$ cat src/rtl/usb_tx_serializer.sv
// usb_tx_serializer
// Turns the packet byte stream from the TX token/handshake builder into
// full-speed USB line states: SYNC, LSB-first data with bit stuffing and
// NRZI encoding, then EOP (SE0, SE0, J). One line bit per bit_en pulse.
//
// Ports
//   clk, rst        : clock, synchronous active-high reset
//   bit_en          : bit-time strobe; all line/FSM activity happens on it
//   tx_to_sop/eop   : first / last byte of packet markers
//   tx_to_valid     : byte available
//   tx_to_ready     : byte accepted when valid && ready
//   tx_to_data      : packet byte (PID first)
//   tx_dp, tx_dm    : D+/D- drive levels
//   tx_oe           : transceiver output enable
//   tx_busy         : packet in progress (SYNC through final J)
//   tx_underrun     : one-clk pulse when the next byte was not ready in time
module usb_tx_serializer #(
  parameter logic [7:0] SYNC_PATTERN = 8'h80,
  parameter int         STUFF_LEN    = 6
) (
  input  logic       clk,
  input  logic       rst,
  input  logic       bit_en,
  input  logic       tx_to_sop,
  input  logic       tx_to_eop,
  input  logic       tx_to_valid,
  output logic       tx_to_ready,
  input  logic [7:0] tx_to_data,
  output logic       tx_dp,
  output logic       tx_dm,
  output logic       tx_oe,
  output logic       tx_busy,
  output logic       tx_underrun
);

  localparam int OW = $clog2(STUFF_LEN + 1);
  localparam logic [OW-1:0] STUFF_MAX = OW'(STUFF_LEN);
  localparam logic [OW-1:0] STUFF_PRE = OW'(STUFF_LEN - 1);

  typedef enum logic [2:0] {IDLE, SYNC, DATA, EOP_SE0, EOP_J} state_t;

  state_t          state_reg, state_next;
  logic [7:0]      buf_data_reg, buf_data_next;
  logic            buf_eop_reg, buf_eop_next;
  logic            buf_valid_reg, buf_valid_next;
  logic [7:0]      shift_reg, shift_next;
  logic            shift_eop_reg, shift_eop_next;
  logic [2:0]      idx_reg, idx_next;
  logic [OW-1:0]   ones_reg, ones_next;
  logic            last_stuff_reg, last_stuff_next;
  logic            dp_reg, dp_next;
  logic            dm_reg, dm_next;
  logic            oe_reg, oe_next;
  logic            busy_reg, busy_next;
  logic            underrun_reg, underrun_next;

  logic            ready;
  logic            take;
  logic            emit;
  logic            emit_bit;

  assign ready = !buf_valid_reg && (state_reg != EOP_SE0) && (state_reg != EOP_J);
  assign take  = tx_to_valid && ready;

  always_comb begin
    state_next      = state_reg;
    buf_data_next   = buf_data_reg;
    buf_eop_next    = buf_eop_reg;
    buf_valid_next  = buf_valid_reg;
    shift_next      = shift_reg;
    shift_eop_next  = shift_eop_reg;
    idx_next        = idx_reg;
    ones_next       = ones_reg;
    last_stuff_next = last_stuff_reg;
    dp_next         = dp_reg;
    dm_next         = dm_reg;
    oe_next         = oe_reg;
    busy_next       = busy_reg;
    underrun_next   = 1'b0;
    emit            = 1'b0;
    emit_bit        = 1'b0;

    // Bytes without sop while idle are swallowed so the next packet starts cleanly.
    if (take && (state_reg != IDLE || tx_to_sop)) begin
      buf_data_next  = tx_to_data;
      buf_eop_next   = tx_to_eop;
      buf_valid_next = 1'b1;
    end

    if (bit_en) begin
      case (state_reg)
        IDLE: begin
          if (buf_valid_reg) begin
            emit       = 1'b1;
            emit_bit   = SYNC_PATTERN[0];
            idx_next   = 3'd1;
            oe_next    = 1'b1;
            busy_next  = 1'b1;
            state_next = SYNC;
          end
        end
        SYNC: begin
          emit     = 1'b1;
          emit_bit = SYNC_PATTERN[idx_reg];
          if (idx_reg == 3'd7) begin
            shift_next     = buf_data_reg;
            shift_eop_next = buf_eop_reg;
            buf_valid_next = 1'b0;
            idx_next       = 3'd0;
            state_next     = DATA;
          end else begin
            idx_next = idx_reg + 3'd1;
          end
        end
        DATA: begin
          emit = 1'b1;
          if (ones_reg == STUFF_MAX) begin
            // Stuff slot: a 0 that does not consume a data bit.
            emit_bit = 1'b0;
            if (last_stuff_reg) begin
              last_stuff_next = 1'b0;
              idx_next        = 3'd0;
              state_next      = EOP_SE0;
            end
          end else begin
            emit_bit = shift_reg[idx_reg];
            if (idx_reg == 3'd7) begin
              idx_next = 3'd0;
              if (shift_eop_reg) begin
                // A stuff bit owed after the final data bit still goes out before EOP.
                if (emit_bit && ones_reg == STUFF_PRE) begin
                  last_stuff_next = 1'b1;
                end else begin
                  state_next = EOP_SE0;
                end
              end else if (buf_valid_reg) begin
                shift_next     = buf_data_reg;
                shift_eop_next = buf_eop_reg;
                buf_valid_next = 1'b0;
              end else begin
                underrun_next = 1'b1;
                state_next    = EOP_SE0;
              end
            end else begin
              idx_next = idx_reg + 3'd1;
            end
          end
        end
        EOP_SE0: begin
          dp_next   = 1'b0;
          dm_next   = 1'b0;
          ones_next = '0;
          if (idx_reg == 3'd1) begin
            idx_next   = 3'd0;
            state_next = EOP_J;
          end else begin
            idx_next = 3'd1;
          end
        end
        EOP_J: begin
          // First strobe drives J; the following strobe releases the bus.
          if (idx_reg == 3'd0) begin
            dp_next  = 1'b1;
            dm_next  = 1'b0;
            idx_next = 3'd1;
          end else begin
            oe_next    = 1'b0;
            busy_next  = 1'b0;
            idx_next   = 3'd0;
            state_next = IDLE;
          end
        end
        default: state_next = IDLE;
      endcase
    end

    // NRZI: a 0 toggles J<->K, a 1 holds; the ones counter saturates.
    if (emit) begin
      if (emit_bit) begin
        ones_next = (ones_reg == STUFF_MAX) ? ones_reg : ones_reg + 1'b1;
      end else begin
        ones_next = '0;
        dp_next   = ~dp_reg;
        dm_next   = ~dm_reg;
      end
    end
  end

  always_ff @(posedge clk) begin
    if (rst) begin
      state_reg      <= IDLE;
      buf_data_reg   <= '0;
      buf_eop_reg    <= 1'b0;
      buf_valid_reg  <= 1'b0;
      shift_reg      <= '0;
      shift_eop_reg  <= 1'b0;
      idx_reg        <= '0;
      ones_reg       <= '0;
      last_stuff_reg <= 1'b0;
      dp_reg         <= 1'b1;
      dm_reg         <= 1'b0;
      oe_reg         <= 1'b0;
      busy_reg       <= 1'b0;
      underrun_reg   <= 1'b0;
    end else begin
      state_reg      <= state_next;
      buf_data_reg   <= buf_data_next;
      buf_eop_reg    <= buf_eop_next;
      buf_valid_reg  <= buf_valid_next;
      shift_reg      <= shift_next;
      shift_eop_reg  <= shift_eop_next;
      idx_reg        <= idx_next;
      ones_reg       <= ones_next;
      last_stuff_reg <= last_stuff_next;
      dp_reg         <= dp_next;
      dm_reg         <= dm_next;
      oe_reg         <= oe_next;
      busy_reg       <= busy_next;
      underrun_reg   <= underrun_next;
    end
  end

  assign tx_to_ready = ready;
  assign tx_dp       = dp_reg;
  assign tx_dm       = dm_reg;
  assign tx_oe       = oe_reg;
  assign tx_busy     = busy_reg;
  assign tx_underrun = underrun_reg;

endmodule

$ cat config.mk
export PLATFORM = sky130hd
export DESIGN_NAME = usb_tx_serializer
export DESIGN_NICKNAME = d
export VERILOG_FILES = /design/src/rtl/usb_tx_serializer.sv
export SDC_FILE = /design/constraint.sdc
export NUM_CORES = 1
export LEC_CHECK = 0
export BUFFER_PORTS_ARGS = -buffer_cell sky130_fd_sc_hd__buf_4
export CELL_PAD_IN_SITES_DETAIL_PLACEMENT = 1
export CELL_PAD_IN_SITES_GLOBAL_PLACEMENT = 2
export CORE_UTILIZATION = 30
export DETAILED_ROUTE_END_ITERATION = 10
export PLACE_DENSITY = 0.66
export SYNTH_ARGS = -nofsm -noshare
export SYNTH_HDL_FRONTEND = slang
export SYNTH_SLANG_ARGS = --single-unit
$ cat constraint.sdc
create_clock -name clk -period 2.3 [get_ports clk]
set_clock_uncertainty 0.15 [all_clocks]
set_input_delay 0.115 -clock clk [delete_from_list [all_inputs] [get_ports clk]]
set_output_delay 0.115 -clock clk [all_outputs]
set_load 0.02 [all_outputs]
Word level (Yosys, flattened, before mapping)

Memories as Yosys holds them, arrays and structs flattened. A register that Yosys moved wholly into a read port is not among the register bits.
Cells that the tools add are included.

Input port bits: 14
Bits in registers: 33
Memories kept: 1
Bits in read-only memories: 8
Output and inout bits: 6
Logic and storage cells: 143

Memories:

| memory          | depth | bits a word | read ports | clocked after memory_dff | wr ports | line | text |
|---|---|---|---|---|---|---|---|
| (no name shown) | 8     | 1           | 1          | 1                        | 0        | 104  | `emit_bit = SYNC_PATTERN[idx_reg];` |

Bitwise logic cells: 5
Reduce and logical (&&, ||, !) cells: 27
Add/sub/neg operators: 2
Magnitude comparators: 1
Mux-type cells: 71
Equality and inequality tests: 23

Operators with widths:

| kind                                                | count |
|---|---|
| two-way mux 3 bit                                   | 20 |
| two-way mux 8 bit                                   | 5 |
| two-way mux 1 bit                                   | 35 |
| one-hot mux 3 bit (5 select lines)                  | 2 |
| != test 2 bit, second input constant                | 8 |
| one-hot mux 8 bit (2 select lines)                  | 1 |
| one-hot mux 1 bit (2 select lines)                  | 7 |
| nonzero test 2 bit                                  | 7 |
| equality test 3 bit, second input constant          | 4 |
| != test 3 bit, second input constant                | 4 |
| AND reduction 5 bit                                 | 2 |
| AND reduction 9 bit                                 | 1 |
| != test 4 bit, second input constant                | 2 |
| AND reduction 4 bit                                 | 2 |
| AND reduction 7 bit                                 | 1 |
| adder 3 x 1 -> 3 bit, second input constant         | 2 |
| equality test 3 x 1 -> 1 bit, second input constant | 2 |
| equality test 3 x 2 -> 1 bit, second input constant | 2 |
| logical NOT 3 bit                                   | 2 |
| OR reduction 6 bit                                  | 1 |
| logical AND 1 bit                                   | 5 |
| inverter 1 bit                                      | 5 |
| nonzero test 5 bit                                  | 1 |
| < comparator 3 x 4 -> 1 bit, second input constant  | 1 |
| other kinds (7)                                     | 7 |

Longest topological paths before layout

Gate-level depths: netlist of run 1.

Word-level depth: 12
Mapped depth: 8
Mapped depth without buffers: 7

Least setup slack after synthesis of run 1

No wires, ideal clock.

Path type: register to register
From: register idx_reg[1]
To: register shift_reg[0]
Required time: 2.022 ns
Clock period less this slack: 2.119 ns
Arrival: 1.841 ns
Slack: 0.181 ns
Setup time: 0.128 ns
Path buffers: 0
Stages on the path, launching flop included: 8
Cells stage by stage: dfxtp_1 -> ha_1 -> ha_1 -> nor2b_1 -> o22ai_1 -> nor4_4 -> mux2i_1 -> nor2_1

Longest elaborated chain between the ends: 3
Elaborated cells on any way between the ends: 4
Classes of those cells: eq/ne: 3; reduce/logical: 1

RTL lines:

| what                            | line     | text |
|---|---|---|
| from (decl)                     | 48       | `logic [2:0] idx_reg, idx_next;` |
| from (signal assigned)          | 212      | `idx_reg <= idx_next;` |
| equality test 3 bit *           | 105, 127 |  |
| != test 2 bit (no line)         | -        |  |
| AND reduction 7 bit (no line) * | -        |  |
| to (signal assigned)            | 210      | `shift_reg <= shift_next;` |
| to (decl)                       | 46       | `logic [7:0] shift_reg, shift_next;` |

Mark *: on every way between the ends. The rest lies on a longest branch, timed or not.
A chain may end at the register's enable or synchronous reset.

Worst setup path in the final report of run 1

From: register ones_reg[0]
To: register state_reg[2]

Longest elaborated chain between the ends: 4
Elaborated cells on any way between the ends: 10
Classes of those cells: eq/ne: 6; mux: 2; reduce/logical: 2

RTL lines:

| what                          | line | text |
|---|---|---|
| from (decl)                   | 49   | `logic [OW-1:0] ones_reg, ones_next;` |
| from (signal assigned)        | 213  | `ones_reg <= ones_next;` |
| equality test 3 bit           | 131  | `if (emit_bit && ones_reg == STUFF_PRE) begin` |
| logical AND 1 bit             | 131  |  |
| != test 4 bit (no line)       | -    |  |
| AND reduction 9 bit (no line) | -    |  |
| to (signal assigned)          | 206  | `state_reg <= state_next;` |
| to (decl)                     | 42   | `state_t state_reg, state_next;` |

Parallel ways exist; a longest one is shown, timed or not.

==> results of run 1 <==
==> cells in the final DEF (no fill, tap or decap), types with 3 or more instances in the layout <==
| cell type | instances |
|---|---|
| clkbuf_8 | 5 |
| a21oi_1 | 14 |
| dfxtp_1 | 34 |
| buf_4 | 40 |
| nand3_1 | 3 |
| nand2_1 | 14 |
| or3_1 | 3 |
| nor3_1 | 3 |
| nor2b_1 | 7 |
| mux2i_1 | 22 |
| inv_1 | 8 |
| nor2_1 | 30 |
| nand2b_1 | 3 |
| a211oi_1 | 7 |
| or4_1 | 3 |
| dlygate4sd3_1 | 9 |
| ha_1 | 7 |
| o21ai_0 | 5 |
==> power by group <==
part / switching [mW] / total [mW] / internal (mW)
combinational: 0.127 / 0.244 / 0.117
sequential: 0.0142 / 0.624 / 0.610
clock: 0.247 / 0.682 / 0.435
total: 0.389 / 1.55 / 1.16
==> cells by family (layout without fill, tap and decap cells) <==
kind of cell / after synthesis / in the layout / synth area share
AND/OR/NAND/NOR: 87 / 87 / 0.247
AO/OA/AOI/OAI: 48 / 48 / 0.188
flip-flops: 34 / 34 / 0.353
multiplexers: 22 / 22 / 0.114
buffers and inverters: 21 / 66 / 0.0480
adder cells (fa/ha/maj): 7 / 7 / 0.0454
XOR/XNOR: 1 / 1 / 0.00454
==> path summary, 6_finish.rpt <==
| path | end | cells after the start | slack, ns | start |
|---|---|---|---|---|
| worst min register to register | shift_reg[4] | 2 | 0.34 | shift_reg[4] |
| worst min-delay path | shift_reg[0] | 2 | 0.07 | rst |
| worst max-delay path | state_reg[2] | 7 | 0.11 | ones_reg[0] |
| worst max register to register | state_reg[2] | 7 | 0.11 | ones_reg[0] |
==> timing repair <==
| item | CTS | global route |
|---|---|---|
| hold buffers | 9 | 0 |
| gates resized for setup | 0 | 1 |
| setup buffers | 0 | 0 |
| endpoints found under the hold margin | 9 | 0 |
| endpoints found under the setup margin | 0 | 3 |
==> cells in the mapped netlist, types with 2 or more instances <==
master	n	area [um^2]
and2b_1	2	15.0
nand2b_1	3	18.8
buf_4	2	15.0
nor3_1	3	15.0
inv_1	8	30.0
a31oi_1	2	12.5
buf_2	4	20.0
a211oi_1	7	52.6
nor2b_1	7	43.8
a21oi_1	14	70.1
o21ai_0	5	25.0
ha_1	7	87.6
or4_1	3	22.5
and3_1	2	12.5
nand2_1	14	52.6
and3b_1	2	17.5
nand4_1	2	12.5
o31ai_1	2	15.0
or3_1	3	18.8
mux2i_1	22	220
nor3b_1	2	15.0
nand3_1	3	15.0
clkbuf_1	6	22.5
dfxtp_1	34	681
nor2_1	30	113
==> layer usage <==
metal  GRT usage  wire (um)  up-vias
li1            -          -      888
met1       0.230       2570      842
met2       0.297       2490       26
met3      0.0297        207        4
met4      0.0526         58        0
met5           0          0        -
==> per-stage QoR <==
stage	std cells	utilization	setup slack (ns)	hold slack, ns	instance area (um^2)
detailed placement	323	0.378	0.153	0.209	2290
CTS	340	0.416	0.107	0.0752	2520
global placement	323	0.378	0.165	0.199	2290
global route	340	0.416	0.00719	0.0899	2520
floorplan	220	-	0.181	0.112	1930
finish	340	0.416	0.107	0.0730	2520
==> area by class of cell <==
cell class,instances,area share
multi-input cells,165,0.463
clock inverters,3,0.0273
well taps,75,0.0372
clock buffers,5,0.0273
flip-flops and latches,34,0.270
repair buffers,50,0.163
inverters,8,0.0119
==> critical path: stages, from the launching register on <==
cell     delay, ns
dfxtp_1       0.40
inv_1         0.07
ha_1          0.21
buf_4         0.14
a221o_1       0.40
or4_1         0.50
nand4_1       0.12
a21oi_1       0.08
==> impl_metrics.ini, run 1 <==
[run_status]
status = finished clean

[critical_path]
cp-start-kind = flip-flop
critPathRequiredTime_ns = 2.31
critPathMaxFanout = 5
path_class = flip-flop to flip-flop
worst_setup_path_end_kind = flip-flop
cp.arrival_ns = 2.21

[detailed_routing]
wl_um = 5330
drt_pass1_iterations = 4
ant_nets = 0
viasPerCell = 5.18
avgRoutedWirePerCell_um = 15.7
via_count = 1760
drcViolationCount = 0
drt_iter0_markers = 86

[global_routing]
grt_pass1_vias = 1802
grt_pass1_wl_um = 8840
antenna_found_initial = 0
grt_max_degree = 35
grt_use_total = 0.177
grt-ovfl-total = 0

[floorplan]
die_h_um = 82.2
io_pins = 20
rows = 28
die_w_um = 82.2
start_util = 0.318
die_area_um2 = 6750
core_um2 = 6060

[sta]
slew_viol_final = 0
setup_viol = 0
finalCritPeriodShare = 0.953
finalSetupTns_ns = 0
slew_headroom = 0.687
worstMarginPinSlew_ns = 0.465
hold_viol = 0
rsz0062_at_grt = false
fmax_mhz = 456
fin_crit_ns = 2.19

[pwr]
power.leakage_nw = 0.945
total_power_mw = 1.55
power.density_nw_per_um2 = 615
ir_drop_uv = 388

[logic_synthesis]
ys_ff_latch = 34
synth_fp_nets = 241
synth_cell_type_count = 56
postSynthAreaPerCell_um2 = 8.76
syn-instance-count = 220
synth_edf_count = 0
synth_seq_area_share = 0.353
synthFlopType = dfxtp_1
ys_warn_count = 0
netlist_area_um2 = 1930
async_reset_ff_frac = 0

[cells_and_area]
final_nets = 285
layout.area.seq_um2 = 681
n_fill_cell = 705
layout-drive-gt1-share = 0.223
multi_input_area_um2 = 1170
diodes = 0
syn_to_final_growth_pct = 30.7

[clock_network]
cts_tree = built
cts_buffers = 5
clk_path_buf_depth = 2
cts-root-buf = clkbuf_8
ctsHtreeMaxLevel = 2
clock_latency_ns = 0.29
cts_sinks = 34
clk_transition_reported_paths_ns = 0.08

[placed_design]
gp_congestion = 0.789
hpwl_um = 3960
portBuffers = 19

[job]
drv_cap = 0

[hold_path]
hold_path_class = primary input to flip-flop
(Power assumes the default switching activity.)
==> run 2, diff against run 1 <==
Settings changed: ABC_AREA from default to 1, PLACE_DENSITY 0.66 to 0.71.
==> run 2 against run 1 <==
  * Sequential share of layout area is 2.2 points higher
  * Via count is 0.23% lower
  * Hold slack lost 0.029 ns
  * Clock power barely moved
  * Critical path type unchanged
  * Synthesized area is 2.9% lower
  * Sequential cell count stayed put
  * Synthesized cell count rose by 23%
  * Highest routed layer unchanged
  * Worst setup slack gained 0.16 ns
  * Die area down 2.8%
  * Total power rose by 71%
  * Critical path depth unchanged
==> impl_metrics.ini, run 2 <==
[critical_path]
critPathMaxFanout = 16
critPathRequiredTime_ns = 2.33
cp-start-kind = flip-flop
worst_setup_path_end_kind = flip-flop
rr_endpoint = shift_reg[4]
path_class = flip-flop to flip-flop
cp.arrival_ns = 2.06
rr_startpoint = idx_reg[0]
ff2ff_path_depth = 7
ff2ff_setup_slack_ns = 0.27

[global_routing]
grt_max_degree = 21
grt_pass1_wl_um = 8590
grt_pass1_vias = 1751
grt-ovfl-total = 0
grt_use_total = 0.175
antenna_found_initial = 0

[pwr]
ir_drop_uv = 371
power.leakage_nw = 1.09
total_power_mw = 2.66
power.density_nw_per_um2 = 1140

[hold_path]
min_path_cells = 2
worstHoldStart = bit_en
hold_path_class = primary input to flip-flop
hold_end = buf_valid_reg

[detailed_routing]
ant_nets = 0
via_count = 1756
wl_um = 4950
drt_iter0_markers = 60
viasPerCell = 4.65
drt_pass1_iterations = 4
avgRoutedWirePerCell_um = 13.1
drcViolationCount = 0

[logic_synthesis]
synth_seq_area_share = 0.363
synth_area_leader_cell = dfxtp_1
yosys.area_share.adder = 0.0468
synthFlopType = dfxtp_1
synth_edf_count = 0
synth_top_family_by_area = simple AND/OR/NAND/NOR gates
postSynthAreaPerCell_um2 = 6.94
muxShareOfSynthArea = 0
synth_common_cells = nand2_1 (47), inv_1 (39), nor2_1 (38), dfxtp_1 (34), nand3_1 (20)
syn-instance-count = 270
ys_warn_count = 0
yosys-top-cells-area = dfxtp_1 (36%), nand2_1 (9.4%), inv_1 (7.8%)
async_reset_ff_frac = 0
ys_ff_latch = 34
netlist_area_um2 = 1870
synth_cell_type_count = 30
synthXorXnorAreaFrac = 0.00468
yosys.area_share.simple = 0.337
synth_fp_nets = 291
synthMostInstantiatedCell = nand2_1
yosys.area.top_type_share = 0.363
synth_compound_area_frac = 0.136

[sta]
finalSetupTns_ns = 0
slew_headroom = 0.626
fin_crit_ns = 2.03
slew_viol_final = 0
fmax_mhz = 493
worstMarginPinSlew_ns = 0.560
rsz0062_at_grt = false
setup_viol = 0
finalCritPeriodShare = 0.882
hold_viol = 0

[placed_design]
gp_congestion = 0.760
portBuffers = 19
hpwl_um = 3650

[cells_and_area]
layout-drive-gt1-share = 0.185
final_common_cell = nand2_1
diodes = 0
syn_to_final_growth_pct = 24.3
mostFrequentLayoutCells = nand2_1 (47), inv_1 (39), nor2_1 (38), dfxtp_1 (34), buf_4 (21)
n_fill_cell = 762
final_nets = 323

[clock_network]
cts_tree = built
clk_path_buf_depth = 2
cts-root-buf = clkbuf_8
cts_buffers = 5
cts_setup_buffers = 0
clk_transition_reported_paths_ns = 0.08
cts_sinks = 34
ctsHtreeMaxLevel = 2
clock_latency_ns = 0.29

[floorplan]
io_pins = 20
die_w_um = 81.0
die_area_um2 = 6560
die_h_um = 81.0
start_util = 0.314
rows = 28
core_um2 = 5960

[job]
drv_cap = 0

[run_status]
status = finished clean
[run 2: timing repair]
item                                    CTS  global route
hold buffers                             10             0
endpoints found under the setup margin    0             1
hold endpoints to repair                 14             0
resized for setup                         0             1
[run 2: cell families after synthesis]
| group | count (synthesis) |
|---|---|
| and+or+nand+nor | 131 |
| buffers and inverters | 51 |
| AOI/OAI and AO/OA | 46 |
| DFF | 34 |
| adders and majority gates | 7 |
| xor gates and xnor gates | 1 |
[run 2: critical path, cell delays in order, from the launching register on]
cell and delay [ns]:
dfxtp_1 0.47, ha_1 0.20, ha_1 0.23, nor2_1 0.09
nor3_2 0.27, nand3_4 0.22, o21ai_0 0.24, a21oi_1 0.06
[run 2: through the flow]
step	hold WS (ns)	std cells	util	area [um^2]	setup WS [ns]
3_5_place_dp	0.211	360	0.350	2080	0.195
2_1_floorplan	0.0341	270	-	1870	0.550
6_report	0.0445	378	0.391	2330	0.271
4_1_cts	0.0225	378	0.390	2320	0.186
3_3_place_gp	0.208	360	0.350	2080	0.247
5_1_grt	0.0578	378	0.391	2330	0.0299
[run 2: final cells by class]
| class | instances | area (um^2) | area share |
|---|---|---|---|
| Multi-Input combinational cell | 185 | 990 | 0.425 |
| Clock buffer | 5 | 68.8 | 0.0296 |
| Sequential cell | 34 | 681 | 0.292 |
| Inverter | 45 | 169 | 0.0725 |
| Timing Repair Buffer | 31 | 258 | 0.111 |
| Tap cell | 75 | 93.8 | 0.0403 |
| Clock inverter | 3 | 68.8 | 0.0296 |
[run 2: layer usage]
layer,track usage,vias up,share of wire
met3,0.0303,7,0.019
met2,0.261,19,0.42
met1,0.252,812,0.55
li1,-,918,-
met4,0.0536,0,0.012
met5,0,-,0
[run 2: worst max-delay path by stage]
stage | slack [ns] | from | cells after the start | end
floorplan | 0.55 | ones_reg[0] | 13 | state_reg[0]
global placement | 0.25 | idx_reg[0] | 7 | shift_reg[4]
detailed placement | 0.20 | idx_reg[0] | 7 | shift_reg[4]
CTS | 0.19 | idx_reg[0] | 7 | shift_reg[4]
global route | 0.03 | idx_reg[0] | 11 | state_reg[1]
finish | 0.27 | idx_reg[0] | 7 | shift_reg[4]
[run 2: power by group]
group	switching, mW	internal, mW	leakage, nW
Clock	0.249	0.435	0.0683
Sequential	0.131	0.749	0.278
Combinational	0.706	0.387	0.741
Total	1.09	1.57	1.09
